**src/rtl/base64_ascii_packer.sv**
```systemverilog
// Base64 sextet-to-ASCII mapper with output FIFO and message framing.
// Define B64_PAD_EN to terminate messages on a 4-char boundary with '=' fill.
module base64_ascii_packer #(
  parameter int DEPTH = 8
) (
  input  logic       clk,
  input  logic       rst,
  input  logic [5:0] in_sextet,
  input  logic       in_valid,
  input  logic       flush,
  output logic [7:0] out_char,
  output logic       out_valid,
  input  logic       out_ready,
  output logic       done,
  output logic       overflow
);

  localparam int AW = $clog2(DEPTH);
  localparam int CW = $clog2(DEPTH + 1);
  localparam logic [CW-1:0] FULL_CNT = CW'(DEPTH);

  typedef enum logic [1:0] {IDLE, ACTIVE, PAD, DRAIN} state_t;

  state_t        state_q, state_d;
  logic [7:0]    mem_q [DEPTH];
  logic [AW-1:0] wr_ptr_q, rd_ptr_q;
  logic [CW-1:0] cnt_q, cnt_d;
  logic          ovf_q, ovf_d;
  logic          done_q, done_d;
  logic          push, pop, full, space, drained;
  logic [7:0]    ascii, wdata;
`ifdef B64_PAD_EN
  logic [1:0]    grp_q, grp_d;
`endif

  function automatic logic [7:0] b64_map(input logic [5:0] v);
    logic [7:0] c;
    c = 8'h2F;
    unique case (1'b1)
      (v < 6'd26):                c = 8'h41 + {2'b00, v};
      (v >= 6'd26 && v < 6'd52):  c = 8'h61 + {2'b00, v} - 8'd26;
      (v >= 6'd52 && v < 6'd62):  c = 8'h30 + {2'b00, v} - 8'd52;
      (v == 6'd62):               c = 8'h2B;
      default:                    c = 8'h2F;
    endcase
    return c;
  endfunction

  assign ascii     = b64_map(in_sextet);
  assign out_valid = (cnt_q != '0);
  assign out_char  = out_valid ? mem_q[rd_ptr_q] : 8'h00;
  assign full      = (cnt_q == FULL_CNT);
  assign pop       = out_valid && out_ready;
  assign space     = !full || pop;
  assign drained   = (cnt_q == '0) || (cnt_q == CW'(1) && pop);
  assign cnt_d     = cnt_q + CW'(push) - CW'(pop);
  assign done      = done_q;
  assign overflow  = ovf_q;

  always_comb begin
    state_d = state_q;
    push    = 1'b0;
    wdata   = ascii;
    ovf_d   = ovf_q;
    done_d  = 1'b0;
`ifdef B64_PAD_EN
    grp_d   = grp_q;
`endif
    case (state_q)
      IDLE, ACTIVE: begin
        if (in_valid) begin
          if (space) begin
            push    = 1'b1;
            state_d = ACTIVE;
`ifdef B64_PAD_EN
            grp_d   = grp_q + 2'd1;
`endif
          end else begin
            ovf_d = 1'b1;
          end
        end
        // flush sees grp after this cycle's sextet has been counted
        if (state_q == ACTIVE && flush) begin
`ifdef B64_PAD_EN
          state_d = (grp_d != 2'd0) ? PAD : DRAIN;
`else
          state_d = DRAIN;
`endif
        end
      end
`ifdef B64_PAD_EN
      PAD: begin
        if (in_valid) ovf_d = 1'b1;
        if (space) begin
          push  = 1'b1;
          wdata = 8'h3D;
          grp_d = grp_q + 2'd1;
          if (grp_d == 2'd0) state_d = DRAIN;
        end
      end
`endif
      default: begin
        if (in_valid) ovf_d = 1'b1;
        if (drained) begin
          state_d = IDLE;
          done_d  = 1'b1;
`ifdef B64_PAD_EN
          grp_d   = 2'd0;
`endif
        end
      end
    endcase
  end

  always_ff @(posedge clk or posedge rst) begin
    if (rst) begin
      state_q  <= IDLE;
      wr_ptr_q <= '0;
      rd_ptr_q <= '0;
      cnt_q    <= '0;
      ovf_q    <= 1'b0;
      done_q   <= 1'b0;
`ifdef B64_PAD_EN
      grp_q    <= 2'd0;
`endif
    end else begin
      state_q <= state_d;
      cnt_q   <= cnt_d;
      ovf_q   <= ovf_d;
      done_q  <= done_d;
`ifdef B64_PAD_EN
      grp_q   <= grp_d;
`endif
      if (push) wr_ptr_q <= wr_ptr_q + AW'(1);
      if (pop)  rd_ptr_q <= rd_ptr_q + AW'(1);
    end
  end

  always_ff @(posedge clk) begin
    if (push) mem_q[wr_ptr_q] <= wdata;
  end

endmodule

```
**config.mk**
```make
export PLATFORM = sky130hd
export DESIGN_NAME = base64_ascii_packer
export DESIGN_NICKNAME = d
export VERILOG_FILES = /design/src/rtl/base64_ascii_packer.sv
export SDC_FILE = /design/constraint.sdc
export NUM_CORES = 1
export LEC_CHECK = 0
export BUFFER_PORTS_ARGS = -buffer_cell sky130_fd_sc_hd__buf_4
export CORE_MARGIN = 1
export CORE_UTILIZATION = 40
export DETAILED_ROUTE_END_ITERATION = 8
export GPL_TIMING_DRIVEN = 0
export HOLD_SLACK_MARGIN = 0.15
export PLACE_DENSITY = 0.62
export SYNTH_ARGS = -nofsm -noshare
export SYNTH_HDL_FRONTEND = slang
export SYNTH_SLANG_ARGS = --single-unit
```
**constraint.sdc**
```tcl
create_clock -name clk -period 6.9 [get_ports clk]
set_input_delay 1.38 -clock clk [delete_from_list [all_inputs] [get_ports clk]]
set_output_delay 1.38 -clock clk [all_outputs]
set_load 0.01 [all_outputs]
```
### Yosys cells after proc, flatten, opt, wreduce, memory -nomap -nowiden

Memories as Yosys holds them, arrays and structs flattened.
Index checks and enable logic that the tools add are counted.

| cells by class | value |
|---|---|
| equality and inequality tests | 7 |
| multiplexer cells | 18 |
| add/subtract/negate cells | 9 |
| order comparisons | 5 |
| reductions and logical operators | 15 |

Operators with widths:

| kind | count |
|---|---|
| $pmux 8 s4 | 1 |
| $add 7x6->8 const A | 2 |
| $lt 6x6->1 const B | 2 |
| $mux 1 | 11 |
| $mux 2 | 5 |
| $mux 8 | 1 |
| $sub 7x6->8 const B | 1 |
| $sub 8x5->8 const B | 1 |
| $add 6x6->7 const A | 1 |
| $add 3x1->3 const B | 2 |
| $eq 6x6->1 const B | 1 |
| $ge 6x5->1 const B | 1 |
| $ge 6x6->1 const B | 1 |
| $lt 6x5->1 const B | 1 |
| $ne 3x3->1 const B | 2 |
| $logic_and 1x1->1 | 5 |
| $add 4x1->4 | 1 |
| $eq 4x1->1 const B | 1 |
| $eq 4x4->1 const B | 1 |
| $logic_not 4->1 | 1 |
| $reduce_bool 4->1 | 1 |
| $sub 4x1->4 | 1 |
| $reduce_and 3->1 | 1 |
| $eq 2x1->1 const B | 1 |
| 7 further kinds | 8 |

| word-level totals | value |
|---|---|
| register bits | 14 |
| bits in writable memories | 64 |
| memories kept | 1 |
| input bits | 11 |
| logic and storage cells | 61 |
| output and inout port bits | 11 |

Memory list:

| memory | depth | bits a word | read ports | clocked after memory_dff | write ports | RTL line | RTL |
|---|---|---|---|---|---|---|---|
| mem_q | 8 | 8 | 1 | 0 | 1 | 25 | `logic [7:0] mem_q [DEPTH];` |

### Longest topological paths before layout

Gate-level depths: netlist of run 1.

| depth | value |
|---|---|
| depth in word-level cells | 8 |
| mapped depth | 13 |
| gate-level depth less buffers | 12 |

### Least setup slack after synthesis of run 1

No wires, ideal clock.

| timing path | value |
|---|---|
| kind | input-to-reg |
| start point | input port out_ready |
| end point | memory mem_q[0][0] (enable) |
| stages | 4 |
| data required time | 6.505 ns |
| path slack | 3.708 ns |
| buffers on the path | 0 |
| arrival time | 2.798 ns |
| library setup time | 0.395 ns |
| cells stage by stage | nand2b_1 > a311oi_4 > inv_2 > nor4_1 |

| on the way | value |
|---|---|
| word-level cells in the longest chain between the ends | 7 |

RTL lines:

| element | RTL line | RTL |
|---|---|---|
| start, declared | 13 | `input logic out_ready,` |
| $logic_and 1x1->1 | 53 | `assign pop = out_valid && out_ready;` |
| $logic_or 1x1->1 | 54 | `assign space = !full \|\| pop;` |
| $mux 1 | 72 | `if (space) begin` |
| $mux 1 | 71 | `if (in_valid) begin` |
| $mux 1 | 69 | `case (state_q)` |
| $mux 1 | 140 | `if (push) mem_q[wr_ptr_q] <= wdata;` |
| $mux 1 (not written as such) | 140 |  |
| end, declared | 25 |  |

Every way passes these cells.

### Worst setup path in the final report of run 1

| timing path | value |
|---|---|
| start point | register rd_ptr_q[1] |
| end point | output port out_char[3] |

| on the way | value |
|---|---|
| word-level cells in the longest chain between the ends | 2 |

RTL lines:

| element | RTL line | RTL |
|---|---|---|
| start, declared | 26 | `logic [AW-1:0] wr_ptr_q, rd_ptr_q;` |
| start signal, assigned | 135 | `if (pop) rd_ptr_q <= rd_ptr_q + AW'(1);` |
| $mem_v2 8x8 | -- |  |
| $mux 8 | 51 | `assign out_char = out_valid ? mem_q[rd_ptr_q] : 8'h00;` |
| end, declared | 11 | `output logic [7:0] out_char,` |

Every way passes these cells.

==> results.sh, run 1 <==
export IMPL_status="complete, no violations"
export IMPL_largest_family_of_logic_cells_by_synthesized_area="multiplexers"
export IMPL_synth_ff_latch_count=78
export IMPL_cp_num_buf_inv=3
export IMPL_design_die_area_mm2=0.00969
export IMPL_cp_start_kind="flop"
export IMPL_clock_skew_final_ps=7.13
export IMPL_place_inst=370
export IMPL_ys_warnings_count=0
export IMPL_worstSkewPairLatency_ps=340
export IMPL_areaGrowthSynthToFinish_pct=15.7
export IMPL_max_slew_margin_pct=19.5
export IMPL_filler_cell_count=779
export IMPL_drc_violation_count_after_routing=0
export IMPL_timing_worst_setup_path_type="flop to primary output"
export IMPL_post_synth_instance_area_mm2=0.00372
export IMPL_number_of_distinct_library_cells_after_synthesis=48
export IMPL_leakage_nw=1.64
export IMPL_synthesis_instances=240
export IMPL_timing_max_transition_violations_final=0
export IMPL_synth_xor_area_share_pct=1.88
export IMPL_router_iterations_before_antenna_repair=6
export IMPL_place_hpwl_mm=4.73
export IMPL_setup_tns_final_ps=0
export IMPL_globalRouteTotalUtil_pct=16.2
export IMPL_number_of_antenna_violating_nets_in_the_routed_design=0
export IMPL_ys_top_cells_by_area="sky130_fd_sc_hd__edfxtp_1, sky130_fd_sc_hd__mux4_1, sky130_fd_sc_hd__dfrtp_1"
export IMPL_dieWidth_um=98.4
export IMPL_grt_ovfl_total=0
export IMPL_finish_cell_count_without_fillers=386
export IMPL_synth_compound_area_share_pct=6.22
export IMPL_largest_net_degree_at_the_start_of_global_routing=15
export IMPL_synth_flop_cell="sky130_fd_sc_hd__edfxtp_1"
export IMPL_final_net_count=299
export IMPL_cts_made_buffers=9
export IMPL_cp_slowest_stage_delay_ps=410
export IMPL_endpoint_kind="primary output"
export IMPL_path_class_of_the_lowest_slack_min_delay_path="flop to flop"
export IMPL_post_layout_min_period_ps=3600
export IMPL_synthMuxAreaShare_pct=14.4
export IMPL_place_ws_ps=3070
export IMPL_start_util_pct=42.0
export IMPL_die_height_um=98.4
export IMPL_grt_setup_unrepaired="false"
export IMPL_final_setup_viol_count=0
export IMPL_total_of_cells_resized_after_clock_tree_synthesis=0
export IMPL_grt_antenna_before_repair=0
export IMPL_synthSimpleGateAreaFrac_pct=7.47
export IMPL_ordered_list_of_cells_on_the_worst_path="clkbuf_1 -> buf_2 -> mux4_1 -> mux2i_1 -> nor2_1 -> buf_4"
export IMPL_std_cell_rows=34
export IMPL_layout_core_utilization_pct=48.6
export IMPL_drive_above_1_share_pct=22.7
export IMPL_async_flop_share_pct=17.9
export IMPL_h_tree_depth=3
export IMPL_via_count_of_the_first_global_routing_pass=2116
export IMPL_cpMaxStageDelayCell="sky130_fd_sc_hd__clkbuf_1"
export IMPL_synth_top_area_share_pct=51.7
export IMPL_ios=22
export IMPL_synth_area_per_cell_um2=15.5
export IMPL_worst_setup_hold_path_clk_slew_ps=80
export IMPL_root_buffer="sky130_fd_sc_hd__clkbuf_8"
export IMPL_dr_total_vias=2055
export IMPL_maxClockFrequency_ghz=0.278
export IMPL_post_cts_setup_buffer_count=0
export IMPL_setup_ws_ps=3300
export IMPL_antenna_cells=0
export IMPL_avgRoutedWirePerCell_um=17.8
export IMPL_required_ps=5520
export IMPL_hold_vio_cnt_final=0
export IMPL_wire_length_of_the_first_global_routing_pass_mm=11.6
export IMPL_max_cap_viol_count=0
export IMPL_fp_coreArea_mm2=0.00885
export IMPL_hold_bufs_at_cts=0
export IMPL_port_buffer_cells=20
export IMPL_period_share_pct=52.2
export IMPL_cts_path_max_buffers=2
export IMPL_cell_type_contributing_the_most_total_cell_area_after_synthesis="sky130_fd_sc_hd__edfxtp_1"
export IMPL_count_of_flip_flops_with_a_built_in_enable_after_synthesis=64
export IMPL_drt_iter0_drc=123
export IMPL_critical_path_peak_fanout=10
export IMPL_tightest_slew_ps=1200
export IMPL_totalWireLength_mm=6.87
export IMPL_crit_path_dat_ps=2220
export IMPL_cts_sinks=78
export IMPL_drt_vias_per_instance=5.32
export IMPL_tritoncts="built"
export IMPL_yosysSeqAreaShare_pct=61.1
export IMPL_synthesis_nets=266
export IMPL_pwr_density_cell_mw_per_mm2=369
export IMPL_gp_congestion=0.837
export IMPL_ir_worst_vdd_v=0.000108
export IMPL_synth_adder_area_share_pct=5.25
export IMPL_critical_path_top_delay_family="buffers and inverters"
[power by group]
| part | internal (mW) | leakage [nW] | switching (mW) |
|---|---|---|---|
| Sequential | 0.575 | 0.741 | 0.0395 |
| Combinational | 0.265 | 0.768 | 0.270 |
| Clock | 0.277 | 0.130 | 0.159 |
[worst paths after layout]
check / from / endpoint / slack, ps / cells past startpoint
max in group asynchronous: rst / rd_ptr_q[1]$_DFFE_PP0P_ / 5460 / 2
max reg2reg: cnt_q[2]$_DFF_PP0_ / mem_q[1][5]$_DFFE_PP_ / 4090 / 6
max: rd_ptr_q[1]$_DFFE_PP0P_ / out_char[3] / 3300 / 6
min reg2reg: overflow$_DFFE_PP0P_ / overflow$_DFFE_PP0P_ / 460 / 1
min in group asynchronous: rst / state_q[1]$_DFFE_PP0P_ / 1080 / 2
min: overflow$_DFFE_PP0P_ / overflow$_DFFE_PP0P_ / 460 / 1
[Yosys cell counts, drive strengths merged, types with 2 or more instances]
master  count
edfxtp     64
inv        18
nor2       17
mux4       16
dfrtp      14
ha         14
buf        10
mux2i      10
nand2       8
a21oi       7
o21ai       6
xnor2       5
a21o        4
nand2b      4
nor3        3
nor3b       3
nor4b       3
xor2        3
a22oi       2
and2        2
clkbuf      2
mux2        2
nand3       2
nand3b      2
nor4        2
o211ai      2
[layout by cell type (no fill, tap or decap), types with 5 or more instances in the layout]
master                     count
sky130_fd_sc_hd__edfxtp_1     64
sky130_fd_sc_hd__buf_4        22
sky130_fd_sc_hd__ha_1         14
sky130_fd_sc_hd__mux2i_1      10
sky130_fd_sc_hd__o21ai_0       5
sky130_fd_sc_hd__nor2_1       16
sky130_fd_sc_hd__a21oi_1       7
sky130_fd_sc_hd__xnor2_1       5
sky130_fd_sc_hd__inv_1        16
sky130_fd_sc_hd__dfrtp_1      14
sky130_fd_sc_hd__mux4_1       14
sky130_fd_sc_hd__nand2_1       8
sky130_fd_sc_hd__buf_2         7
sky130_fd_sc_hd__clkbuf_8      9
[state kept, by name, summed over array words and instances, names as in the netlist]
signal / count
overflow: 1
state_q: 2
mem_q: 64
cnt_q: 4
rd_ptr_q: 3
wr_ptr_q: 3
done: 1
[per-layer routing]
metal	GRT usage, %	vias up	routed length (um)
li1	-	987	-
met4	7.58	0	131
met1	21.2	1008	3050
met2	26.5	51	3410
met3	2.55	9	278
met5	0	-	0
[kinds of logic (layout without fill, tap and decap cells)]
kind of cell             after synthesis  in the layout
XOR/XNOR                               8              8
multiplexers                          28             28
AO/OA/AOI/OAI                         31             31
buffers and inverters                 30             68
flip-flops                            78             78
AND/OR/NAND/NOR                       50             50
adder cells (fa/ha/maj)               15             15
[area by class of cell]
class                      count  area, um^2  share of cell area (%)
inverter                      18        67.6                    1.57
multi-input combinational    132        1330                    30.9
buffer                        12        68.8                    1.60
timing repair buffer          22         165                    3.84
clock buffer                  10         128                    2.97
sequential                    78        2270                    52.8
clock inverter                 6         134                    3.11
tap                          108         135                    3.14
[per-stage QoR]
step	hold slack, ps	instance area (um^2)	power (mW)
3_3_place_gp	443	4000	1.14
4_1_cts	474	4300	1.60
5_1_grt	493	4300	1.68
6_report	465	4300	1.59
2_1_floorplan	467	3720	0.991
3_5_place_dp	455	4040	1.17
Note: power is estimated with default switching activity, not from simulation.
==> inputs of run 2 (changes only) <==
ABC_AREA = 1   (was unset)
clock period = 3.5 ns   (was 6.9 ns; I/O delays follow)
==> results.sh, run 2 <==
export IMPL_largest_reg_flops=64
export IMPL_dr_total_vias=2643
export IMPL_router_iterations_before_antenna_repair=4
export IMPL_start_util_pct=41.6
export IMPL_synth_ff_latch_count=78
export IMPL_ir_worst_vdd_v=0.000251
export IMPL_ios=22
export IMPL_synthesis_nets=411
export IMPL_wire_length_of_the_first_global_routing_pass_mm=13.2
export IMPL_grt_ovfl_total=0
export IMPL_gp_congestion=0.914
export IMPL_cp_start_kind="flop"
export IMPL_avgRoutedWirePerCell_um=14.3
export IMPL_ordered_list_of_cells_on_the_worst_path="inv_2 -> buf_6 -> o21ai_1 -> nand3_1 -> nand2_1 -> nor2_1 -> buf_4"
export IMPL_pwr_density_cell_mw_per_mm2=726
export IMPL_synth_area_per_cell_um2=10.0
export IMPL_timing_worst_setup_path_type="flop to primary output"
export IMPL_synth_cells_most_frequent="sky130_fd_sc_hd__nor2_1, sky130_fd_sc_hd__edfxtp_1, sky130_fd_sc_hd__nand2_1, sky130_fd_sc_hd__o21ai_1, sky130_fd_sc_hd__inv_1"
export IMPL_number_of_distinct_library_cells_after_synthesis=28
export IMPL_timing_max_transition_violations_final=0
export IMPL_areaGrowthSynthToFinish_pct=12.6
export IMPL_number_of_antenna_violating_nets_in_the_routed_design=0
export IMPL_use_met1_pct=22.1
export IMPL_h_tree_depth=3
export IMPL_period_share_pct=70.3
export IMPL_place_ws_ps=787
export IMPL_cts_path_max_buffers=2
export IMPL_postLayoutCellArea_mm2=0.00435
export IMPL_maxClockFrequency_ghz=0.407
export IMPL_internal_power_mw=1.99
export IMPL_root_buffer="sky130_fd_sc_hd__clkbuf_8"
export IMPL_setup_tns_final_ps=0
export IMPL_async_flop_share_pct=17.9
export IMPL_cts_made_buffers=9
export IMPL_leakage_nw=1.75
export IMPL_grt_antenna_before_repair=0
export IMPL_globalRouteTotalUtil_pct=17.7
export IMPL_grt_setup_unrepaired="false"
export IMPL_totalWireLength_mm=7.89
export IMPL_largest_register="mem_q"
export IMPL_max_cap_viol_count=0
export IMPL_drc_violation_count_after_routing=0
export IMPL_port_buffer_cells=20
export IMPL_synth_flop_cell="sky130_fd_sc_hd__edfxtp_1"
export IMPL_status="complete, no violations"
export IMPL_path_class_of_the_lowest_slack_min_delay_path="primary input to async pin"
export IMPL_die_height_um=100
export IMPL_filler_cell_count=902
export IMPL_synth_top_area_share_pct=49.8
export IMPL_max_slew_margin_pct=25.6
export IMPL_post_synth_instance_area_mm2=0.00386
export IMPL_total_switching_power_mw=1.17
export IMPL_clock_skew_final_ps=6.25
export IMPL_critical_path_peak_fanout=10
export IMPL_count_of_flip_flops_with_a_built_in_enable_after_synthesis=64
export IMPL_share_of_power_burned_in_combinational_logic_pct=43.9
export IMPL_antenna_cells=0
export IMPL_switching_share_pct=37.1
export IMPL_worstSkewPairLatency_ps=340
export IMPL_critical_path_startpoint="rd_ptr_q[0]$_DFFE_PP0P_"
export IMPL_yosys_cell_count_top_type="sky130_fd_sc_hd__nor2_1"
export IMPL_yosysSeqAreaShare_pct=58.8
export IMPL_grt_use_met2_pct=30.2
export IMPL_endpoint_kind="primary output"
export IMPL_tightest_slew_ps=1110
export IMPL_grtUsageMet3_pct=2.37
export IMPL_reg2reg_from="cnt_q[2]$_DFF_PP0_"
export IMPL_std_cell_rows=35
export IMPL_drt_iter0_drc=106
export IMPL_final_cell_mix="sky130_fd_sc_hd__nor2_1, sky130_fd_sc_hd__edfxtp_1, sky130_fd_sc_hd__nand2_1"
export IMPL_final_common_cell="sky130_fd_sc_hd__nor2_1"
export IMPL_final_setup_viol_count=0
export IMPL_design_die_area_mm2=0.0101
export IMPL_synthesis_instances=385
export IMPL_dieWidth_um=100
export IMPL_cell_type_contributing_the_most_total_cell_area_after_synthesis="sky130_fd_sc_hd__edfxtp_1"
export IMPL_pwr_share_seq_pct=38.0
export IMPL_globalRoute_busiestLayer="met2"
export IMPL_place_area_mm2=0.00418
export IMPL_cp_slowest_stage_delay_ps=550
export IMPL_ys_top_cells_by_area="sky130_fd_sc_hd__edfxtp_1, sky130_fd_sc_hd__dfrtp_1, sky130_fd_sc_hd__nor2_1"
export IMPL_setup_ws_ps=1040
export IMPL_post_layout_min_period_ps=2460
export IMPL_place_hpwl_mm=5.83
export IMPL_cp_num_buf_inv=3
export IMPL_hold_bufs_at_cts=0
export IMPL_fin_worst_hold_slack_ps=411
export IMPL_ys_warnings_count=0
export IMPL_worst_setup_hold_path_clk_slew_ps=70
export IMPL_final_net_count=443
export IMPL_total_of_cells_resized_after_clock_tree_synthesis=0
export IMPL_power_frac_clock_pct=18.0
export IMPL_largest_net_degree_at_the_start_of_global_routing=15
export IMPL_drt_vias_per_instance=4.80
export IMPL_crit_path_dat_ps=1760
export IMPL_reg_largest_list="mem_q: 64 flops, cnt_q: 4 flops"
export IMPL_critical_path_top_delay_family="flip-flops"
export IMPL_required_ps=2800
export IMPL_via_count_of_the_first_global_routing_pass=2609
export IMPL_fp_coreArea_mm2=0.00928
export IMPL_drive_above_1_share_pct=14.5
export IMPL_cts_sinks=78
export IMPL_post_cts_setup_buffer_count=0
export IMPL_cpMaxStageDelayCell="sky130_fd_sc_hd__dfrtp_1"
export IMPL_tritoncts="built"
export IMPL_hold_vio_cnt_final=0
-- run 2: changes by cell type after synthesis, sizes merged, moves of 10 or more --
cell / delta
inv: +11
mux2i: -10
mux4: -16
nand2: +48
nand3: +21
nor2: +75
o21ai: +38
-- run 2: final timing paths --
path	slack, ps	cells past startpoint	to
worst min-delay path	410	2	rd_ptr_q[2]$_DFFE_PP0P_
worst max register to register	1150	8	mem_q[7][1]$_DFFE_PP_
min in group clk	460	1	overflow$_DFFE_PP0P_
worst max-delay path	1040	7	out_char[0]
max in group asynchronous	2730	2	done$_DFF_PP0_
worst min register to register	460	1	overflow$_DFFE_PP0P_
-- run 2: cells by family after synthesis --
family          synth area share [%]
buf+inv                         6.77
xor+xnor                        2.27
flops                           58.8
fa+ha+maj                       5.05
simple gates                    19.8
compound gates                  7.29
-- run 2: power by group through the flow --
| stage | Clock (mW) | Combinational (mW) | Sequential, mW |
|---|---|---|---|
| 5_1_grt | 0.619 | 1.58 | 1.22 |
| 2_1_floorplan | 0 | 0.965 | 1.20 |
| 3_3_place_gp | 0 | 1.37 | 1.22 |
| 4_1_cts | 0.583 | 1.41 | 1.20 |
| 3_5_place_dp | 0 | 1.41 | 1.22 |
| 6_report | 0.570 | 1.39 | 1.20 |
-- run 2: worst register-to-register path: cells and delay by family (launching register included) --
family        cells  cell delay, ps
buf+inv           2             220
flops             1             330
simple gates      5            1180
fa+ha+maj         1             230
-- run 2: layout make-up --
type	count	area, um^2	area share [%]
clock inverter	1	7.51	0.173
sequential	78	2270	52.2
tap	129	161	3.71
timing repair buffer	21	158	3.62
buffer	15	149	3.42
multi-input combinational	262	1330	30.7
inverter	30	113	2.59
clock buffer	15	156	3.60
-- run 2: metrics by stage --
step	power, mW	util (%)	std cells
finish	3.16	46.9	551
global route	3.41	46.9	551
CTS	3.19	46.8	551
detailed placement	2.63	45.0	535
global placement	2.59	45.0	534
floorplan	2.17	-	385
-- run 2: layer usage --
metal | wire length (um) | vias up | share of wire [%]
met5 | 0 | - | 0
met4 | 145 | 0 | 1.8
met3 | 159 | 11 | 2.0
met2 | 3920 | 35 | 50
met1 | 3670 | 1245 | 46
li1 | - | 1352 | -
==> inputs of run 3 (changes only) <==
ABC_AREA = 0   (was 1)
clock period = 2.3 ns   (was 3.5 ns; I/O delays follow)
==> results.sh, run 3 (same netlist as run 1, synthesis figures left out) <==
export IMPL_number_of_antenna_violating_nets_in_the_routed_design=0
export IMPL_start_util_pct=42.0
export IMPL_filler_cell_count=739
export IMPL_dieWidth_um=98.4
export IMPL_switching_share_pct=33.1
export IMPL_setup_ws_ps=-12.4
export IMPL_wire_length_of_the_first_global_routing_pass_mm=12.0
export IMPL_place_area_mm2=0.00404
export IMPL_hold_vio_cnt_final=0
export IMPL_share_of_power_burned_in_combinational_logic_pct=41.6
export IMPL_power_frac_clock_pct=20.4
export IMPL_grt_setup_unrepaired="true"
export IMPL_status="complete, but fails checks"
export IMPL_antenna_cells=0
export IMPL_timing_max_transition_violations_final=0
export IMPL_final_setup_viol_count=2
export IMPL_cts_path_max_buffers=2
export IMPL_pwr_density_cell_mw_per_mm2=1080
export IMPL_port_buffer_cells=20
export IMPL_endpoint_kind="primary output"
export IMPL_failed_checks="setup timing"
export IMPL_total_switching_power_mw=1.67
export IMPL_cts_sinks=78
export IMPL_timing_worst_setup_path_type="flop to primary output"
export IMPL_final_net_count=320
export IMPL_final_cell_mix="sky130_fd_sc_hd__edfxtp_1, sky130_fd_sc_hd__buf_4, sky130_fd_sc_hd__mux4_2"
export IMPL_maxClockFrequency_ghz=0.432
export IMPL_path_class_of_the_lowest_slack_min_delay_path="primary input to async pin"
export IMPL_dr_total_vias=2168
export IMPL_clock_skew_final_ps=12.8
export IMPL_place_hpwl_mm=4.43
export IMPL_tightest_slew_ps=710
export IMPL_std_cell_rows=34
export IMPL_root_buffer="sky130_fd_sc_hd__clkbuf_8"
export IMPL_fp_coreArea_mm2=0.00885
export IMPL_areaGrowthSynthToFinish_pct=25.2
export IMPL_design_die_area_mm2=0.00969
export IMPL_final_common_cell="sky130_fd_sc_hd__edfxtp_1"
export IMPL_drive_above_1_share_pct=39.8
export IMPL_required_ps=1840
export IMPL_cts_made_buffers=9
export IMPL_pwr_share_seq_pct=38.0
export IMPL_router_iterations_before_antenna_repair=6
export IMPL_max_cap_viol_count=0
export IMPL_leakage_nw=1.72
export IMPL_cp_start_kind="flop"
export IMPL_totalWireLength_mm=7.78
export IMPL_ir_worst_vdd_v=0.000386
export IMPL_fin_worst_hold_slack_ps=154
export IMPL_ios=22
export IMPL_period_share_pct=101
export IMPL_drt_vias_per_instance=5.33
export IMPL_worst_setup_hold_path_clk_slew_ps=90
export IMPL_globalRouteTotalUtil_pct=16.9
export IMPL_critical_path_peak_fanout=5
export IMPL_drc_violation_count_after_routing=0
export IMPL_grt_ovfl_total=0
export IMPL_largest_net_degree_at_the_start_of_global_routing=15
export IMPL_internal_power_mw=3.38
export IMPL_drt_iter0_drc=102
export IMPL_avgRoutedWirePerCell_um=19.1
export IMPL_layout_core_utilization_pct=52.6
export IMPL_largest_register="mem_q"
export IMPL_reg_largest_list="mem_q: 64 flops, cnt_q: 4 flops"
export IMPL_tritoncts="built"
export IMPL_post_layout_min_period_ps=2310
export IMPL_grt_antenna_before_repair=0
export IMPL_die_height_um=98.4
export IMPL_h_tree_depth=3
export IMPL_via_count_of_the_first_global_routing_pass=2225
export IMPL_crit_path_dat_ps=1850
export IMPL_postLayoutCellArea_mm2=0.00466
export IMPL_worstSkewPairLatency_ps=350
export IMPL_max_slew_margin_pct=52.7
export IMPL_largest_reg_flops=64
export IMPL_gp_congestion=0.822
[run 3: changes by cell type in the layout (fill, tap and decap cells not counted), sizes merged, moves of 10 or more]
cell / change
nand2: -48
nor2: -75
o21ai: -38
buf: +19
mux4: +16
mux2i: +10
nand3: -21
[run 3: final cells by class]
cell class | instances | area [um^2] | share of cell area (%)
plain buffers | 10 | 62.6 | 1.34
inverters | 18 | 72.6 | 1.56
clock inverters | 6 | 70.1 | 1.50
multi-input cells | 132 | 1450 | 31.2
flip-flops and latches | 78 | 2270 | 48.8
clock buffers | 10 | 128 | 2.74
well taps | 108 | 135 | 2.90
repair buffers | 45 | 460 | 9.89
[run 3: layer usage]
layer | up-vias | track usage [%] | wire, um
met5 | - | 0 | 0
met1 | 1096 | 21.3 | 3370
li1 | 1010 | - | -
met2 | 53 | 28.9 | 3990
met3 | 9 | 2.84 | 280
met4 | 0 | 7.23 | 138
[run 3: worst max-delay path, cell delays in order (launching register included)]
cell and delay [ps]:
sky130_fd_sc_hd__dfrtp_1 370, sky130_fd_sc_hd__buf_6 140, sky130_fd_sc_hd__buf_12 130, sky130_fd_sc_hd__mux4_2 500
sky130_fd_sc_hd__mux2i_1 150, sky130_fd_sc_hd__nor2_1 80, sky130_fd_sc_hd__buf_4 140
[run 3: final timing paths]
| path | startpoint | endpoint | slack (ps) | cells past startpoint |
|---|---|---|---|---|
| setup / recovery | rd_ptr_q[0]$_DFFE_PP0P_ | out_char[7] | -10 | 6 |
| hold / removal | rst | cnt_q[0]$_DFF_PP0_ | 150 | 2 |
| setup reg to reg | cnt_q[3]$_DFF_PP0_ | cnt_q[1]$_DFF_PP0_ | 60 | 14 |
| hold reg to reg | overflow$_DFFE_PP0P_ | overflow$_DFFE_PP0P_ | 460 | 1 |
| max in group asynchronous | rst | rd_ptr_q[1]$_DFFE_PP0P_ | 1750 | 2 |
| min in group clk | in_valid | overflow$_DFFE_PP0P_ | 310 | 2 |
[run 3: per-stage QoR]
step | setup TNS, ps | power (mW) | std cells | setup slack, ps
after floorplan | 0 | 2.99 | 240 | 8.18
after global routing | -865 | 5.35 | 407 | -127
after CTS | -4150 | 4.99 | 399 | -158
after global placement | -42050 | 3.46 | 368 | -824
after detailed placement | -33040 | 3.51 | 368 | -591
final | -21.5 | 5.05 | 407 | -12.4
[run 3: power by group through the flow]
stage | clock [mW] | combinational, mW | sequential, mW
after floorplan | 0 | 1.14 | 1.85
after global placement | 0 | 1.59 | 1.87
after detailed placement | 0 | 1.63 | 1.88
after CTS | 1.05 | 2.04 | 1.90
after global routing | 1.11 | 2.31 | 1.94
final | 1.03 | 2.10 | 1.92
[run 3: what timing repair did]
item                       CTS  global route
gates cloned                 1             0
setup endpoints to repair   91            97
pin swaps                    7            12
resized for setup           38            24
buffers inserted            15            10
hold buffers                 0             0
